[src/rtl/note_tone_generator.sv]
// Note/beat square-wave generator built from two 32-bit phase accumulators.
// The note rate follows i_freq (clamped to CLK_FREQ/4) and the beat rate is fixed at BEAT_FREQ.
module note_tone_generator #(
  parameter int CLK_FREQ  = 50000000,
  parameter int BEAT_FREQ = 8
) (
  input  logic        i_clk,
  input  logic        i_rst_n,
  input  logic [23:0] i_freq,
  output logic        o_pulse,
  output logic        o_beat_clk,
  output logic        o_beat
);

  localparam logic [31:0] CLK_F    = 32'(CLK_FREQ);
  localparam logic [31:0] MAX_NOTE = 32'(CLK_FREQ / 4);
  localparam logic [31:0] BEAT_INC = 32'(2 * BEAT_FREQ);

  // Channel 0 is the note and channel 1 is the beat.
  logic [31:0] inc   [2];
  logic [1:0]  clear;
  logic [1:0]  chan_out;
  logic [1:0]  chan_rise;
  logic [31:0] note_f;
  logic        beat_reg;

  always_comb begin
    note_f = {8'd0, i_freq};
    if (note_f > MAX_NOTE) begin
      note_f = MAX_NOTE;
    end
    inc[0]   = {note_f[30:0], 1'b0};
    inc[1]   = BEAT_INC;
    clear[0] = (i_freq == 24'd0);
    clear[1] = 1'b0;
  end

  generate
    for (genvar gi = 0; gi < 2; gi++) begin : g_chan
      logic [31:0] acc_reg;
      logic [31:0] acc_next;
      logic        out_reg;
      logic        out_next;
      logic [31:0] sum;
      logic        wrap;

      always_comb begin
        sum      = acc_reg + inc[gi];
        wrap     = (sum >= CLK_F);
        acc_next = sum;
        out_next = out_reg;
        if (clear[gi]) begin
          acc_next = 32'd0;
          out_next = 1'b0;
        end else if (wrap) begin
          acc_next = sum - CLK_F;
          out_next = ~out_reg;
        end
      end

      always_ff @(posedge i_clk or negedge i_rst_n) begin
        if (!i_rst_n) begin
          acc_reg <= 32'd0;
          out_reg <= 1'b0;
        end else begin
          acc_reg <= acc_next;
          out_reg <= out_next;
        end
      end

      assign chan_out[gi]  = out_reg;
      // The output is about to go from 0 to 1 on this edge.
      assign chan_rise[gi] = out_next & ~out_reg;
    end
  endgenerate

  always_ff @(posedge i_clk or negedge i_rst_n) begin
    if (!i_rst_n) begin
      beat_reg <= 1'b0;
    end else begin
      beat_reg <= chan_rise[1];
    end
  end

  assign o_pulse    = chan_out[0];
  assign o_beat_clk = chan_out[1];
  assign o_beat     = beat_reg;

endmodule

[config.mk]
export PLATFORM = sky130hd
export DESIGN_NAME = note_tone_generator
export DESIGN_NICKNAME = d
export VERILOG_FILES = /design/src/rtl/note_tone_generator.sv
export SDC_FILE = /design/constraint.sdc
export NUM_CORES = 1
export LEC_CHECK = 0
export CAP_MARGIN = 25
export CELL_PAD_IN_SITES_DETAIL_PLACEMENT = 1
export CELL_PAD_IN_SITES_GLOBAL_PLACEMENT = 2
export CORE_MARGIN = 2
export CORE_UTILIZATION = 38
export DETAILED_ROUTE_END_ITERATION = 8
export PLACE_DENSITY_LB_ADDON = 0.1
export SETUP_SLACK_MARGIN = 0.3
export SYNTH_ARGS = -nofsm -noshare
export SYNTH_HDL_FRONTEND = slang
export SYNTH_SLANG_ARGS = --single-unit
[constraint.sdc]
create_clock -name i_clk -period 4.55 [get_ports i_clk]
set_input_delay 0.91 -clock i_clk [delete_from_list [all_inputs] [get_ports i_clk]]
set_output_delay 0.91 -clock i_clk [all_outputs]
set_load 0.05 [all_outputs]
==> flow_metrics.py <==
metrics = {
    "cells_and_area": {
        "post-route-cell-area_um2": 9918,
        "syn2layout_area_growth_pct": 59.37,
        "largest_reg_flops": 59,
        "antenna_cells": 0,
        "fin_cells": 1255,
        "fillers": 1829,
        "layout-drive-gt1-share": 0.4495,
        "nNetsFinal": 1091,
    },
    "setup_path": {
        "criticalPathCategory": "in2reg",
        "cpPeakStageDelay_ns": 0.51,
        "end_kind": "flip-flop",
        "crit_top_cell": "buf_4",
        "worstReg2RegStart": "g_chan[0].acc_reg[8]",
        "crit_path_max_fanout": 5,
        "crit_arrival_ns": 5.68,
        "slowest_stage": "o21ai_0",
        "cp.required_ns": 4.80,
        "r2r_slack_ns": 0.60,
        "start_kind": "primary input",
        "worstRegToRegCells": 15,
        "r2r-end": "g_chan[0].acc_reg[29]",
    },
    "grt": {
        "grt_antenna_before_repair": 0,
        "grt_use_total": 0.3595,
        "grt_pass1_vias": 8459,
        "grt_pass1_wl_um": 48670,
        "grt_max_degree": 40,
        "grt_overflow": 0,
    },
    "placed_design": {
        "pre_cts_slack_ns": -1.332,
        "placed_cell_area_um2": 8001,
        "dp.cells": 1154,
        "gp_congestion": 0.8900,
        "io_buffers": 28,
        "place_hpwl_um": 18130,
    },
    "timing": {
        "relSlewSlack": 0.5358,
        "rsz0062_at_grt": "yes",
        "finalWorstSetupSlack_ns": -0.8800,
        "slew_violations": 0,
        "tightest_slew_ns": 0.6899,
        "hold_ws_ns": 0.5595,
        "fin_crit_sh": 1.193,
        "clock-skew-final_ns": 0.01167,
        "hold_viol": 0,
        "period_needed_ns": 5.430,
        "fmaxAchievable_mhz": 184.2,
        "setup_violations": 32,
    },
    "route": {
        "drt-initial-drc-count": 777,
        "drc": 0,
        "wl_per_cell_um": 27.60,
        "first_pass_iters": 7,
        "via_per_inst": 6.415,
        "antenna_left": 0,
        "vias": 8051,
        "wl_um": 34640,
    },
    "pwr": {
        "ir_worst_vdd_mv": 0.3764,
        "power.density_nw_per_um2": 793.2,
        "p_leak_nw": 4.160,
    },
    "worst_hold_path": {
        "hp-class": "reg2reg",
        "min_from": "g_chan[1].acc_reg[4]",
        "hold_depth": 1,
        "hold_end": "g_chan[1].acc_reg[4]",
    },
    "cts": {
        "cts.htree.levels": 3,
        "cts_tree": "yes",
        "clockBufferDepth": 2,
        "hold_buffers": 0,
        "cts.clk_slew.worst_paths_ns": 0.06,
        "root_buffer": "clkbuf_16",
        "clock_sinks": 62,
        "clock_latency_ns": 0.36,
        "numCtsBuffers": 9,
    },
    "synth": {
        "synth_common_cells": "nand2_1, nor2_1, dfrtp_1",
        "synth_top_family_by_area": "simple AND/OR/NAND/NOR gates",
        "synth-simple-area-share": 0.2977,
        "synth_fa_ha_area_frac": 0.06353,
        "synth_xor_area_frac": 0.09148,
        "postSynthNetCount": 830,
        "synth-compound-area-share": 0.2366,
        "async_flop_share": 1.000,
        "yosys-top-cells-area": "dfrtp_1, ha_1, xnor2_1, nand2_1, a21oi_1",
        "yosys.area.top_type": "dfrtp_1",
        "seq_area_frac_synth": 0.2493,
        "synth_top_area_share": 0.2493,
        "ys.flop_type": "dfrtp_1",
        "ys_seq_elements": 62,
        "avgSynthCellArea_um2": 8.051,
        "yosysMostFrequentCell": "nand2_1",
        "muxShareOfSynthArea": 0.009650,
        "syn-instance-count": 773,
        "netlist_area_um2": 6223,
        "synth_edf_count": 0,
        "synth_cell_types": 84,
        "ys_warn_count": 0,
    },
    "floorplanning": {
        "rows": 46,
        "fp.coreArea_um2": 15940,
        "die_h_um": 132.0,
        "die_w_um": 132.0,
        "fp.dieArea_um2": 17420,
        "ios": 29,
        "initial_utilization": 0.3904,
    },
    "status": {
        "outcome": "finished with violations",
        "violations": "negative setup slack",
    },
    "run": {
        "cap_violations": 0,
    },
}
layer usage:
metal  vias up  track usage  share of wire
li1       3357            -              -
met2       484       0.6224           0.48
met1      3984       0.4147           0.37
met4         0       0.1920          0.080
met5         -            0              0
met3       226      0.07766          0.078
cell families (layout without fill, tap and decap cells):
group                    count (synthesis)  count (layout)
buffers and inverters                   61             327
adder cells (fa/ha/maj)                 31              31
multiplexers                             6               6
flip-flops                              62              62
XOR/XNOR                                65              65
AO/OA/AOI/OAI                          204             204
AND/OR/NAND/NOR                        344             344
area by class of cell:
class	count	area [um^2]	share of cell area
Clock inverter	3	42.54	0.004289
Sequential cell	62	1551	0.1564
Clock buffer	13	260.3	0.02624
Multi-Input combinational cell	650	5264	0.5307
Timing Repair Buffer	289	2447	0.2468
Tap cell	216	270.3	0.02725
Inverter	22	82.58	0.008326
placed cells by master, fill, tap and decap left out, types with 6 or more instances in the layout:
cell / synthesis / routed
xor2_1: 26 / 22
o211ai_1: 8 / 8
o21ai_2: 3 / 15
a211oi_4: 3 / 8
nor4_1: 9 / 8
nand2_1: 83 / 78
nor3_1: 19 / 14
nand4_1: 22 / 22
and2_4: 1 / 9
mux2i_1: 6 / 6
buf_4: 1 / 228
buf_2: 13 / 10
clkbuf_16: 0 / 9
buf_6: 7 / 24
a21o_1: 10 / 10
dlygate4sd2_1: 0 / 6
nand3_1: 34 / 31
o21a_1: 10 / 9
a21oi_1: 50 / 29
ha_4: 0 / 17
and3_1: 8 / 6
and2_1: 17 / 9
nand2b_1: 18 / 12
a21oi_2: 2 / 21
nand2b_4: 0 / 6
or3_1: 15 / 13
inv_1: 22 / 21
nor2_1: 66 / 55
ha_1: 30 / 10
o21ai_1: 16 / 13
o21ai_0: 30 / 17
xnor2_1: 39 / 37
nor2_2: 0 / 6
and4_1: 11 / 7
or4_1: 8 / 7
a31oi_1: 11 / 8
dfrtp_1: 62 / 62
timing repair:
item / in CTS / in global routing
gates resized for setup: 213 / 49
pin swaps: 65 / 12
buffers inserted: 65 / 13
endpoints found under the setup margin: 26 / 32
cloned: 6 / 0
report_power, final:
| part | total [mW] | switching [mW] | internal, mW | leakage (nW) |
|---|---|---|---|---|
| Sequential | 0.930 | 0.210 | 0.720 | 0.782 |
| Combinational | 6.20 | 3.37 | 2.82 | 3.23 |
| Clock | 0.739 | 0.285 | 0.454 | 0.146 |
| Total | 7.87 | 3.87 | 4.00 | 4.16 |
critical path, delay by kind of cell:
kind	cells	cell delay [ns]
fa+ha+maj	1	0.30
simple gates	8	1.68
buf+inv	6	0.86
compound gates	9	1.78
mux	1	0.13
worst max path at each step:
stage / depth (start not counted) / slack [ns] / end / start
finish: 25 / -0.88 / g_chan[0].acc_reg[29] / i_freq[3]
global route: 27 / -0.89 / g_chan[0].acc_reg[29] / i_freq[3]
CTS: 22 / -0.36 / g_chan[0].acc_reg[23] / i_freq[7]
detailed placement: 20 / -1.33 / g_chan[0].acc_reg[11] / i_freq[8]
global placement: 23 / -1.15 / g_chan[0].acc_reg[13] / i_freq[1]
floorplan: 20 / -0.31 / g_chan[0].acc_reg[29] / i_freq[8]
stage by stage:
step / TNS [ns] / power [mW] / utilization
2_1_floorplan: -5.088 / 3.209 / -
3_3_place_gp: -26.72 / 4.963 / 0.5019
3_5_place_dp: -31.46 / 5.159 / 0.5019
4_1_cts: -7.378 / 6.721 / 0.5991
5_1_grt: -21.03 / 8.116 / 0.6221
6_report: -20.39 / 7.867 / 0.6221
(Power assumes the default switching activity.)
